`src/rtl/mult_sched_pkg.sv`:
```
// Shared definitions for the shift-add multiplier sequencer: FSM encoding and
// the expected request-to-response latency helper.
package mult_sched_pkg;

  typedef enum logic [2:0] {
    S_IDLE  = 3'd0,
    S_LOAD  = 3'd1,
    S_TEST  = 3'd2,
    S_ADD   = 3'd3,
    S_SUB   = 3'd4,
    S_SHIFT = 3'd5,
    S_RESP  = 3'd6
  } state_t;

  // Cycles from the accepting handshake cycle to the first rsp_valid cycle:
  // LOAD, then TEST+SHIFT per bit, plus one ADD/SUB cycle per set bit of b.
  function automatic int ones_latency(input logic [31:0] b, input int width);
    int n;
    n = 0;
    for (int i = 0; i < width; i++) begin
      if (((b >> i) & 32'd1) != 32'd0) n++;
    end
    return 2 + 2 * width + n;
  endfunction

endpackage

```
`src/rtl/mult_sched_if.sv`:
```
// Bundle of requester, datapath and response signals around mult_sched.
// Handshakes: a transfer happens on a rising Clk edge where valid and ready are
// both high; req_ready never depends on anything but req_valid and FSM state,
// and rsp_valid/rsp_data/rsp_id stay stable until rsp_ready is seen.
interface mult_sched_if #(
  parameter int NREQ  = 2,
  parameter int WIDTH = 8
);
  import mult_sched_pkg::*;

  localparam int IDW = (NREQ > 1) ? $clog2(NREQ) : 1;

  logic [NREQ-1:0]             req_valid;
  logic [NREQ-1:0]             req_ready;
  logic [NREQ-1:0][WIDTH-1:0]  req_a;
  logic [NREQ-1:0][WIDTH-1:0]  req_b;

  logic [WIDTH-1:0]            dp_s;
  logic [WIDTH-1:0]            dp_b;
  logic                        dp_clr_ld;
  logic                        dp_add;
  logic                        dp_sub;
  logic                        dp_shift;
  logic                        dp_m;
  logic [2*WIDTH-1:0]          dp_result;

  logic                        rsp_valid;
  logic [IDW-1:0]              rsp_id;
  logic [2*WIDTH-1:0]          rsp_data;
  logic                        rsp_ready;

  logic                        busy;
  state_t                      state_dbg;

  // Environment side: requesters, datapath and response consumer.
  modport master (
    output req_valid, req_a, req_b, dp_m, dp_result, rsp_ready,
    input  req_ready, dp_s, dp_b, dp_clr_ld, dp_add, dp_sub, dp_shift,
           rsp_valid, rsp_id, rsp_data, busy, state_dbg
  );

  // Sequencer side.
  modport slave (
    input  req_valid, req_a, req_b, dp_m, dp_result, rsp_ready,
    output req_ready, dp_s, dp_b, dp_clr_ld, dp_add, dp_sub, dp_shift,
           rsp_valid, rsp_id, rsp_data, busy, state_dbg
  );

endinterface

```
`src/rtl/mult_sched_rr_arbiter.sv`:
```
// Round-robin arbiter: the search starts one past the last winner (ptr) and
// returns a one-hot grant plus the encoded winner id.
module rr_arbiter #(
  parameter int NREQ = 2,
  parameter int IDW  = 1
) (
  input  logic [NREQ-1:0] valid,
  input  logic [IDW-1:0]  ptr,
  output logic [NREQ-1:0] grant,
  output logic [IDW-1:0]  id,
  output logic            any
);

  always_comb begin
    int idx;
    grant = '0;
    id    = '0;
    any   = 1'b0;
    idx   = 0;
    for (int i = 1; i <= NREQ; i++) begin
      idx = (int'(ptr) + i) % NREQ;
      if (!any && valid[IDW'(idx)]) begin
        grant[IDW'(idx)] = 1'b1;
        id               = IDW'(idx);
        any              = 1'b1;
      end
    end
  end

endmodule

```
`src/rtl/mult_sched.sv`:
```
// Sequencer/arbiter for the shared signed shift-add multiplier: grants one
// requester, steps the datapath through WIDTH iterations and returns the product.
module mult_sched
  import mult_sched_pkg::*;
#(
  parameter int NREQ  = 2,
  parameter int WIDTH = 8
) (
  input  logic      Clk,
  input  logic      Reset,
  mult_sched_if.slave bus
);

  localparam int IDW = (NREQ > 1) ? $clog2(NREQ) : 1;
  localparam int CW  = (WIDTH > 1) ? $clog2(WIDTH) : 1;
  localparam logic [CW-1:0]  CNT_LAST = CW'(WIDTH - 1);
  localparam logic [IDW-1:0] PTR_RST  = IDW'(NREQ - 1);

  state_t           state_q, state_d;
  logic [CW-1:0]    cnt_q, cnt_d;
  logic [IDW-1:0]   ptr_q, ptr_d;
  logic [IDW-1:0]   id_q, id_d;
  logic [WIDTH-1:0] s_q, s_d;
  logic [WIDTH-1:0] b_q, b_d;

  logic [NREQ-1:0]  gnt;
  logic [IDW-1:0]   gnt_id;
  logic             gnt_any;
  logic             in_idle;
  logic             accept;

  rr_arbiter #(
    .NREQ (NREQ),
    .IDW  (IDW)
  ) u_arb (
    .valid (bus.req_valid),
    .ptr   (ptr_q),
    .grant (gnt),
    .id    (gnt_id),
    .any   (gnt_any)
  );

  // Grants are only offered while idle; Reset masks them combinationally.
  assign in_idle       = (state_q == S_IDLE) && !Reset;
  assign bus.req_ready = in_idle ? gnt : '0;
  assign accept        = in_idle && gnt_any;

  always_ff @(posedge Clk or posedge Reset) begin
    if (Reset) begin
      state_q <= S_IDLE;
      cnt_q   <= '0;
      ptr_q   <= PTR_RST;
      id_q    <= '0;
      s_q     <= '0;
      b_q     <= '0;
    end else begin
      state_q <= state_d;
      cnt_q   <= cnt_d;
      ptr_q   <= ptr_d;
      id_q    <= id_d;
      s_q     <= s_d;
      b_q     <= b_d;
    end
  end

  always_comb begin
    state_d = state_q;
    cnt_d   = cnt_q;
    ptr_d   = ptr_q;
    id_d    = id_q;
    s_d     = s_q;
    b_d     = b_q;
    unique case (state_q)
      S_IDLE: begin
        if (accept) begin
          s_d     = bus.req_a[gnt_id];
          b_d     = bus.req_b[gnt_id];
          id_d    = gnt_id;
          ptr_d   = gnt_id;
          state_d = S_LOAD;
        end
      end
      S_LOAD: begin
        cnt_d   = '0;
        state_d = S_TEST;
      end
      // The last multiplier bit carries negative weight in two's complement.
      S_TEST: begin
        if (!bus.dp_m)               state_d = S_SHIFT;
        else if (cnt_q == CNT_LAST)  state_d = S_SUB;
        else                         state_d = S_ADD;
      end
      S_ADD:   state_d = S_SHIFT;
      S_SUB:   state_d = S_SHIFT;
      S_SHIFT: begin
        if (cnt_q == CNT_LAST) begin
          state_d = S_RESP;
        end else begin
          cnt_d   = cnt_q + 1'b1;
          state_d = S_TEST;
        end
      end
      S_RESP: begin
        if (bus.rsp_ready) state_d = S_IDLE;
      end
      default: state_d = S_IDLE;
    endcase
  end

  always_comb begin
    bus.dp_clr_ld = 1'b0;
    bus.dp_add    = 1'b0;
    bus.dp_sub    = 1'b0;
    bus.dp_shift  = 1'b0;
    bus.rsp_valid = 1'b0;
    bus.rsp_data  = '0;
    bus.rsp_id    = '0;
    unique case (state_q)
      S_LOAD:  bus.dp_clr_ld = 1'b1;
      S_ADD:   bus.dp_add    = 1'b1;
      S_SUB:   bus.dp_sub    = 1'b1;
      S_SHIFT: bus.dp_shift  = 1'b1;
      S_RESP: begin
        bus.rsp_valid = 1'b1;
        bus.rsp_data  = bus.dp_result;
        bus.rsp_id    = id_q;
      end
      default: ;
    endcase
  end

  assign bus.dp_s      = s_q;
  assign bus.dp_b      = b_q;
  assign bus.busy      = (state_q != S_IDLE);
  assign bus.state_dbg = state_q;

endmodule

```
`src/flat_wrapper.sv`:
```
// flat-port wrapper written by rule: the top's interface ports become plain ports
module mult_sched_flat import mult_sched_pkg::*;
#(
  parameter int NREQ  = 2,
  parameter int WIDTH = 8
)
  (Clk, Reset, bus_req_valid, bus_req_a, bus_req_b, bus_dp_m, bus_dp_result, bus_rsp_ready, bus_req_ready, bus_dp_s, bus_dp_b, bus_dp_clr_ld, bus_dp_add, bus_dp_sub, bus_dp_shift, bus_rsp_valid, bus_rsp_id, bus_rsp_data, bus_busy, bus_state_dbg);
  mult_sched_if #(.NREQ(NREQ), .WIDTH(WIDTH)) bus_i ();
  input  logic Clk;
  input  logic Reset;
  input wire logic [$bits(bus_i.req_valid)-1:0] bus_req_valid;
  input wire logic [$bits(bus_i.req_a)-1:0] bus_req_a;
  input wire logic [$bits(bus_i.req_b)-1:0] bus_req_b;
  input wire logic [$bits(bus_i.dp_m)-1:0] bus_dp_m;
  input wire logic [$bits(bus_i.dp_result)-1:0] bus_dp_result;
  input wire logic [$bits(bus_i.rsp_ready)-1:0] bus_rsp_ready;
  output wire logic [$bits(bus_i.req_ready)-1:0] bus_req_ready;
  output wire logic [$bits(bus_i.dp_s)-1:0] bus_dp_s;
  output wire logic [$bits(bus_i.dp_b)-1:0] bus_dp_b;
  output wire logic [$bits(bus_i.dp_clr_ld)-1:0] bus_dp_clr_ld;
  output wire logic [$bits(bus_i.dp_add)-1:0] bus_dp_add;
  output wire logic [$bits(bus_i.dp_sub)-1:0] bus_dp_sub;
  output wire logic [$bits(bus_i.dp_shift)-1:0] bus_dp_shift;
  output wire logic [$bits(bus_i.rsp_valid)-1:0] bus_rsp_valid;
  output wire logic [$bits(bus_i.rsp_id)-1:0] bus_rsp_id;
  output wire logic [$bits(bus_i.rsp_data)-1:0] bus_rsp_data;
  output wire logic [$bits(bus_i.busy)-1:0] bus_busy;
  output wire logic [$bits(bus_i.state_dbg)-1:0] bus_state_dbg;
  assign bus_i.req_valid = bus_req_valid;
  assign bus_i.req_a = bus_req_a;
  assign bus_i.req_b = bus_req_b;
  assign bus_i.dp_m = bus_dp_m;
  assign bus_i.dp_result = bus_dp_result;
  assign bus_i.rsp_ready = bus_rsp_ready;
  assign bus_req_ready = bus_i.req_ready;
  assign bus_dp_s = bus_i.dp_s;
  assign bus_dp_b = bus_i.dp_b;
  assign bus_dp_clr_ld = bus_i.dp_clr_ld;
  assign bus_dp_add = bus_i.dp_add;
  assign bus_dp_sub = bus_i.dp_sub;
  assign bus_dp_shift = bus_i.dp_shift;
  assign bus_rsp_valid = bus_i.rsp_valid;
  assign bus_rsp_id = bus_i.rsp_id;
  assign bus_rsp_data = bus_i.rsp_data;
  assign bus_busy = bus_i.busy;
  assign bus_state_dbg = bus_i.state_dbg;
  mult_sched #(.NREQ(NREQ), .WIDTH(WIDTH)) u_core (.Clk(Clk), .Reset(Reset), .bus(bus_i));
endmodule
```
`config.mk`:
```
export PLATFORM = sky130hd
export DESIGN_NAME = mult_sched_flat
export DESIGN_NICKNAME = d
export VERILOG_FILES = /design/src/rtl/mult_sched_pkg.sv /design/src/rtl/mult_sched_if.sv /design/src/rtl/mult_sched_rr_arbiter.sv /design/src/rtl/mult_sched.sv /design/src/flat_wrapper.sv
export SDC_FILE = /design/constraint.sdc
export NUM_CORES = 1
export LEC_CHECK = 0
export CAP_MARGIN = 25
export CORE_MARGIN = 2
export CORE_UTILIZATION = 60
export CTS_CLUSTER_SIZE = 40
export DETAILED_ROUTE_END_ITERATION = 16
export DONT_BUFFER_PORTS = 1
export PLACE_DENSITY_LB_ADDON = 0.15
export SYNTH_ARGS = -nofsm -noshare
export SYNTH_HDL_FRONTEND = slang
export SYNTH_SLANG_ARGS = --single-unit
```
`constraint.sdc`:
```
create_clock -name Clk -period 3.2 [get_ports Clk]
set_clock_uncertainty 0.1 [all_clocks]
set_input_delay 0.16 -clock Clk [delete_from_list [all_inputs] [get_ports Clk]]
set_output_delay 0.16 -clock Clk [all_outputs]
set_load 0.01 [all_outputs]
```
=== After elaboration in Yosys (flattened, before gate mapping) ===
Index checks and enable logic that the tools add are counted.

* Bitwise gates (word level): 1
* Add/subtract/negate cells: 3
* Muxes and demuxes: 34
* Reductions and logical operators: 14
* Eq/ne operators: 10
* $lt $le $gt $ge: 5

{| class="wikitable"
|+ Operators with widths
! operator !! count
|-
| 8-bit two-way mux || 4
|-
| 3-bit two-way mux || 6
|-
| 3-bit case mux with 6 select lines || 1
|-
| 1-bit two-way mux || 16
|-
| 16-bit two-way mux || 1
|-
| 3-bit equality test, second input constant || 4
|-
| 3-bit by 2-bit equality test with 1-bit output, second input constant || 2
|-
| 1-bit by 3-bit < comparator with 1-bit output, second input constant || 2
|-
| 2-bit two-way mux || 3
|-
| 3-bit case mux with 2 select lines || 1
|-
| 2-bit AND reduction || 3
|-
| 1-bit logical AND || 5
|-
| 2-bit != test, second input constant || 2
|-
| 3-bit by 1-bit adder with 3-bit output, second input constant || 1
|-
| 3-bit by 1-bit equality test with 1-bit output, second input constant || 1
|-
| 3-bit logical NOT || 1
|-
| 3-bit nonzero test || 1
|-
| 1-bit adder, second input constant || 2
|-
| 1-bit demux with 1-bit select || 2
|-
| 1-bit >= comparator, second input constant || 2
|-
| 1-bit logical NOT || 2
|-
| 1-bit by 2-bit < comparator with 1-bit output, second input constant || 1
|-
| 2-bit by 1-bit != test with 1-bit output, second input constant || 1
|-
| 2-bit OR || 1
|-
| 2 further kinds || 2
|}

* Register bits: 24
* Input bits: 54
* Output and inout bits: 44
* Word-level logic and storage cells: 73

=== Depth between registers and ports, before layout ===
Gate-level depths: netlist of run 1.

* Depth in word-level cells: 11
* Mapped depth: 5
* Mapped depth without buffers: 5

=== Hierarchy ===
From an unflattened synthesis of run 1, not the netlist that was laid out.

* Cells, all modules: 147
* Area, all modules: 1420.1 µm²

{| class="wikitable"
|+ By module, submodules not included
! module !! area an instance (µm²) !! sequential area each (µm²) !! times used !! cells an instance
|-
| mult_sched || 1385.1 || 601.8 || 1 || 142
|-
| rr_arbiter || 35.0 || 0.0 || 1 || 5
|}

=== Worst setup path after synthesis of run 1 ===
OpenSTA, ideal clock, no wires.

* Path type: register to register
* From: register u_core.state_q[1], in the netlist u_core.bus.state_dbg[1]
* To: register u_core.b_q[0], in the netlist u_core.bus.dp_b[0]
* Slack: 1.353 ns
* Path buffers: 2
* Stages on the path, launching flop included: 6
* Data required time: 2.975 ns
* Setup time: 0.125 ns
* Clock period less this slack: 1.847 ns
* Data arrival time: 1.622 ns
* Cell sequence: dfrtp_1 -> buf_6 -> or3_4 -> nor2_8 -> buf_12 -> mux2_4

* Word-level cells in the longest chain between the ends: 4

{| class="wikitable"
|+ RTL lines
! item !! RTL line !! source
|-
| start, declared || mult_sched.sv:19 || <nowiki>state_t state_q, state_d;</nowiki>
|-
| start signal, assigned || mult_sched.sv:57 || <nowiki>state_q <= state_d;</nowiki>
|-
| 3-bit logical NOT * || mult_sched.sv:44, mult_sched.sv:73 ||
|-
| 1-bit logical AND || mult_sched.sv:44 || <nowiki>assign in_idle = (state_q == S_IDLE) && !Reset;</nowiki>
|-
| 1-bit logical AND || mult_sched.sv:46 || <nowiki>assign accept = in_idle && gnt_any;</nowiki>
|-
| 2-bit AND reduction (no line) * || n/a ||
|-
| end signal, assigned || mult_sched.sv:55 || <nowiki>b_q <= '0;</nowiki>
|-
| end signal, assigned || mult_sched.sv:62 || <nowiki>b_q <= b_d;</nowiki>
|-
| end, declared || mult_sched.sv:24 || <nowiki>logic [WIDTH-1:0] b_q, b_d;</nowiki>
|}

Every way passes the cells marked *; elsewhere a longest branch is shown, timed or not.
A chain may end at the register's enable or synchronous reset.

=== Worst setup path in the final report of run 1 ===
* From: register u_core.state_q[0], in the netlist u_core.bus.state_dbg[0]
* To: output port bus_rsp_data[0]

* Word-level cells in the longest chain between the ends: 2

{| class="wikitable"
|+ RTL lines
! item !! RTL line !! source
|-
| 3-bit equality test || mult_sched.sv:118 || <nowiki>unique case (state_q)</nowiki>
|-
| 16-bit two-way mux || mult_sched.sv:118 ||
|-
| end, declared || flat_wrapper.sv:26 || <nowiki>output wire logic [$bits(bus_i.rsp_data)-1:0] bus_rsp_data;</nowiki>
|}

Every way passes these cells.

==> impl_metrics.toml, run 1 <==
[status]
outcome = "finished, final reports clean"

[setup_path]
crit_required_ns = 2.94
cp_max_fo = 17
critPathKind = "flip-flop to primary output"
ff2ff_path_depth = 5
crit_buf_inv = 0
cp-startpoint = "u_core.bus.state_dbg[0]"
end_kind = "primary output"
cp_cell_sequence = "nand2b_1 -> nor2_1 -> and2_1"
rr_endpoint = "u_core.bus.dp_s[2]"
crit_end = "bus_rsp_data[0]"
critPathArrivalTime_ns = 2.02
r2r_slack_ns = 1.07
critical-path-max-stage-delay_ns = 0.62
r2r_start = "u_core.ptr_q"
cp.depth = 3
start_kind = "flip-flop"
crit_family = "simple AND/OR/NAND/NOR gates"
slowest_stage = "nor2_1"

[power_and_ir_drop]
vdd_ir_drop_max_mv = 0.551
pwr_density_cell_nw_per_um2 = 887
power_leakage_uw = 0.000690
power_uw = 1350

[synth]
syn-num-nets = 178
syn-cell-area_um2 = 1450
synth_fa_ha_area_frac = 0.0259
syn_area_per_cell_um2 = 12.0
synth_top_family_by_area = "multiplexers"
synth_compound_area_frac = 0.0328
synthCells = 121
yosysUniqueCellTypes = 35
ys_warn_count = 0
synth_simple_gate_area_frac = 0.173
synth.mux.area_fraction = 0.288
synth-xor-area-share = 0.00603
ys_ff_latch = 24
synth-seq-area-share = 0.415

[cells_and_area]
finalNetCount = 181
antenna_cells = 0
final_util = 0.675
final_cell_mix = "mux2_2, dfrtp_1, and2_1"
drive_above_1_share = 0.382
fillers = 174
area_delta_synth_final_pct = 4.91
layout_commonest_cell = "mux2_2"
final-instance-count-excl-fill = 151

[global_routing]
grt_pass1_wl_um = 3990
grt_pass1_vias = 894
antenna_found_initial = 0
grt_usage = 0.196
gr-total-overflow = 0
grt_max_degree = 25

[clocking]
clockRootBuffer = "clkbuf_4"
clock_sinks = 24
clock_path_buffers = 2
htreeDepth = 1
cts_tree = "done"
postCtsSetupBuffers = 0
cts_buffers = 3
clock_latency_ns = 0.30
path_clk_slew_ns = 0.12

[placed_design]
hpwl_um = 2070
portBuffers = 0
placed_cells = 143
gp_congestion = 0.677

[routing]
drc_errors = 0
vias_per_cell = 5.87
first_pass_iters = 3
routed_wl_um = 2650
vias = 887
dr.first_iter.drc_count = 12
wl_per_cell_um = 17.5
postRouteAntennaNets = 0

[timing]
hold_viol_final = 0
slew-limit-headroom = 0.422
layout_min_cycle_time_ns = 2.28
fmax_mhz = 439
rsz0062_at_grt = "no"
fin_crit_sh = 0.711
tightestPinTransition_ns = 0.865
drv_slew = 0
setup_viol = 0
setup_tns_ns = 0

[die]
fp.dieW_um = 53.2
fp.dieH_um = 53.2
rows = 17
die_area_um2 = 2830
initial_core_util = 0.644
io_pins = 98
coreArea_um2 = 2250

[worst_hold_path]
hold_path.class = "primary input to flip-flop"

[run]
drv_cap = 0
metal layers:
layer  track usage  share of wire  vias to the layer above
li1              -              -                      417
met1         0.217           0.38                      412
met2         0.377           0.52                       56
met3        0.0367          0.090                        2
met4        0.0513         0.0030                        0
met5             0              0                        -
what timing repair did:
| action | in CTS | in global routing |
|---|---|---|
| hold buffers | 2 | 2 |
| hold endpoints to repair | 24 | 1 |
| setup endpoints to repair | 0 | 0 |
| gates resized for setup | 0 | 0 |
report_power, final:
part / leakage, uW / internal [uW] / switching (uW) / total [uW]
Combinational: 0.000371 / 281 / 213 / 494
Sequential: 0.000291 / 453 / 194 / 647
Clock: 0.0000279 / 127 / 82.7 / 209
cells by family (layout without fill, tap and decap cells):
| group | after synthesis | after routing |
|---|---|---|
| AND/OR/NAND/NOR | 38 | 38 |
| XOR/XNOR | 1 | 1 |
| adder cells (fa/ha/maj) | 3 | 3 |
| AO/OA/AOI/OAI | 7 | 7 |
| multiplexers | 35 | 35 |
| flip-flops | 24 | 24 |
| other | 1 | 1 |
| buffers and inverters | 12 | 14 |
cells in the mapped netlist (all sizes together):
library cell,n,area (um2)
nand3b,1,7.51
a31o,1,8.76
nor2,3,27.5
nor2b,2,12.5
inv,5,18.8
buf,5,55.1
and2,17,108
a22o,1,8.76
nand2b,1,6.26
mux2i,2,20.0
or3b,2,17.5
a211oi,1,7.51
mux2,33,398
nor4bb,1,10.0
nor3,2,10.0
ha,3,37.5
xor2,1,8.76
o21ai,2,10.0
nand2,5,18.8
o22ai,2,12.5
or2b,1,8.76
conb,1,3.75
and3,2,13.8
or3,1,11.3
dfrtp,23,576
clkbuf,2,8.75
dfstp,1,26.3
sequential cells by signal, indices dropped and copies added, names as in the netlist:
register and flops:
u_core.bus.dp_b 8, u_core.ptr_q 1, u_core.bus.dp_s 8, u_core.cnt_q 3, u_core.bus.state_dbg 3, u_core.id_q 1
worst min path at each step:
stage	end	cells after the start	from	slack [ns]
after floorplan	u_core.bus.dp_b[0]	1	Reset	0.07
after global placement	u_core.cnt_q[2]	1	Reset	0.19
after detailed placement	u_core.bus.dp_s[2]	1	Reset	0.18
after CTS	u_core.bus.state_dbg[2]	2	bus_rsp_ready	0.004
after global routing	u_core.bus.dp_s[7]	2	bus_req_a[7]	0.006
final	u_core.bus.state_dbg[2]	2	bus_rsp_ready	0.01
layout make-up:
type,count,area (um2),area share
inverter,5,18.8,0.0123
sequential,24,602,0.395
clock inverter,1,30.0,0.0197
tap,28,35.0,0.0230
multi-input combinational,85,767,0.504
timing repair buffer,5,47.5,0.0312
clock buffer,3,22.5,0.0148
through the flow:
step,setup WS (ns),hold slack (ns),cell area [um2]
after floorplan,1.35,0.0739,1450
after global placement,1.25,0.186,1430
after detailed placement,1.22,0.180,1430
after CTS,0.874,0.00355,1500
after global routing,0.693,0.00590,1520
final,0.923,0.0108,1520
Power figures use the tool's default switching activity.
==> run 2, diff against run 1 <==
--- a/config.mk
+++ b/config.mk
@@ -7,7 +7,7 @@
 export LEC_CHECK = 0
 export CAP_MARGIN = 25
 export CORE_MARGIN = 2
-export CORE_UTILIZATION = 60
+export CORE_UTILIZATION = 56
 export CTS_CLUSTER_SIZE = 40
 export DETAILED_ROUTE_END_ITERATION = 16
 export DONT_BUFFER_PORTS = 1
==> constraint.sdc (replaced) <==
create_clock -name Clk -period 2 [get_ports Clk]
set_clock_uncertainty 0.1 [all_clocks]
set_input_delay 0.1 -clock Clk [delete_from_list [all_inputs] [get_ports Clk]]
set_output_delay 0.1 -clock Clk [all_outputs]
set_load 0.01 [all_outputs]
==> impl_metrics.toml, run 2 (synthesized netlist as in run 1, its figures left out) <==
[die]
fp.dieH_um = 54.9
io_pins = 98
die_area_um2 = 3020
coreArea_um2 = 2480
fp.dieW_um = 54.9
initial_core_util = 0.586
rows = 18

[clocking]
postCtsSetupBuffers = 0
path_clk_slew_ns = 0.12
cts_tree = "done"
clockRootBuffer = "clkbuf_4"
clock_path_buffers = 2
htreeDepth = 1
clock_sinks = 24
clock_latency_ns = 0.31
cts_buffers = 3

[worst_hold_path]
hold_path.class = "primary input to flip-flop"
hold_end = "u_core.bus.state_dbg[1]"
min_path_cells = 2
hp-start = "bus_rsp_ready"

[routing]
vias = 1039
postRouteAntennaNets = 0
dr.first_iter.drc_count = 10
wl_per_cell_um = 18.5
drc_errors = 0
routed_wl_um = 3520
vias_per_cell = 5.47
first_pass_iters = 4

[placed_design]
portBuffers = 0
hpwl_um = 2210
dpl_cell_area_um2 = 1480
pre_cts_slack_ns = 0.223
gp_congestion = 0.698

[setup_path]
critical-path-max-stage-delay_ns = 0.44
critPathKind = "flip-flop to primary output"
end_kind = "primary output"
ff2ff_path_depth = 3
r2r_slack_ns = 0.24
crit_buf_inv = 0
crit_family = "simple AND/OR/NAND/NOR gates"
r2r_start = "u_core.bus.state_dbg[1]"
cp_max_fo = 19
cp_cell_sequence = "or3_4 -> nor2_8 -> and2_2"
start_kind = "flip-flop"
crit_required_ns = 1.80
critPathArrivalTime_ns = 1.72
rr_endpoint = "u_core.bus.dp_b[5]"
slowest_stage = "or3_4"

[cells_and_area]
multiInputGateArea_um2 = 767
fillers = 166
antenna_cells = 0
area_delta_synth_final_pct = 28.4
drive_above_1_share = 0.331
regArea_um2 = 602
finalNetCount = 218
layout_commonest_cell = "dlygate4sd3_1"
final_cell_mix = "dlygate4sd3_1, mux2_2, dfrtp_1"
final_util = 0.753
stdcell_area_um2 = 1860

[timing]
hold_viol_final = 0
setup_viol = 0
fmax_mhz = 520
fin_crit_sh = 0.962
setup_tns_ns = 0
setup_slack_ns = 0.0762
hold_ws_ns = 0.0113
rsz0062_at_grt = "no"
layout_min_cycle_time_ns = 1.92
drv_slew = 0

[power_and_ir_drop]
power_switching_uw = 849
power_leakage_uw = 0.000843
pwr-share-seq = 0.436
pwr_density_cell_nw_per_um2 = 1190
vdd_ir_drop_max_mv = 0.860
swShare = 0.382
pwr-share-comb = 0.450
pwr-share-clk = 0.114
internal-power_uw = 1370

[global_routing]
grt_pass1_vias = 1097
grt_max_degree = 20
grt_pass1_wl_um = 4890
grt_usage = 0.236
antenna_found_initial = 0
gr-total-overflow = 0

[status]
outcome = "finished, final reports clean"

[run]
drv_cap = 0
## run 2: cell types whose count changed in the layout (fill, tap and decap cells not counted)
cell,previous run,this run
buf_4,1,7
bufinv_16,1,0
dlygate4sd3_1,4,35
clkbuf_8,0,1
## run 2: worst max path at each step
stage	start	to	slack [ns]	cells after the start
6_report	u_core.bus.state_dbg[1]	bus_req_ready[0]	0.08	3
5_1_grt	u_core.bus.state_dbg[1]	bus_req_ready[0]	0.0005	3
4_1_cts	u_core.bus.state_dbg[1]	bus_req_ready[0]	0.03	3
3_5_place_dp	u_core.bus.state_dbg[1]	u_core.bus.dp_b[5]	0.22	3
3_3_place_gp	u_core.bus.state_dbg[1]	u_core.bus.dp_s[0]	0.25	3
2_1_floorplan	u_core.bus.state_dbg[1]	u_core.bus.dp_b[0]	0.15	5
## run 2: layout make-up
cell class / instances / area share
repair buffers: 42 / 0.216
well taps: 30 / 0.0201
clock buffers: 4 / 0.0195
flip-flops and latches: 24 / 0.323
multi-input cells: 85 / 0.411
inverters: 5 / 0.0101
## run 2: what timing repair did
action | in CTS | in global routing
hold buffers | 35 | 0
setup endpoints to repair | 0 | 1
endpoints found under the hold margin | 42 | 0
resized for setup | 0 | 0
## run 2: worst reg2reg max path, delay by kind of cell (launching register included)
family        cells  cell delay [ns]
flops             1             0.40
mux               1             0.40
simple gates      2             0.77
## run 2: layer usage
layer,part of all wire,track usage,vias to the layer above
met5,0,0,-
met4,0.014,0.0691,0
met3,0.076,0.0672,4
met2,0.56,0.464,52
met1,0.35,0.235,488
li1,-,-,495
## run 2: power by group through the flow
stage               Combinational [uW]  Clock (uW)  Sequential (uW)
floorplan                          781           0              960
global placement                   897           0              961
detailed placement                 940           0              979
CTS                                996         258              968
global route                      1100         282             1000
finish                             999         252              969
## run 2: stage by stage
step / power (uW) / std cells
after floorplan: 1740 / 121
after global placement: 1860 / 151
after detailed placement: 1920 / 151
after CTS: 2220 / 190
after global routing: 2380 / 190
final: 2220 / 190
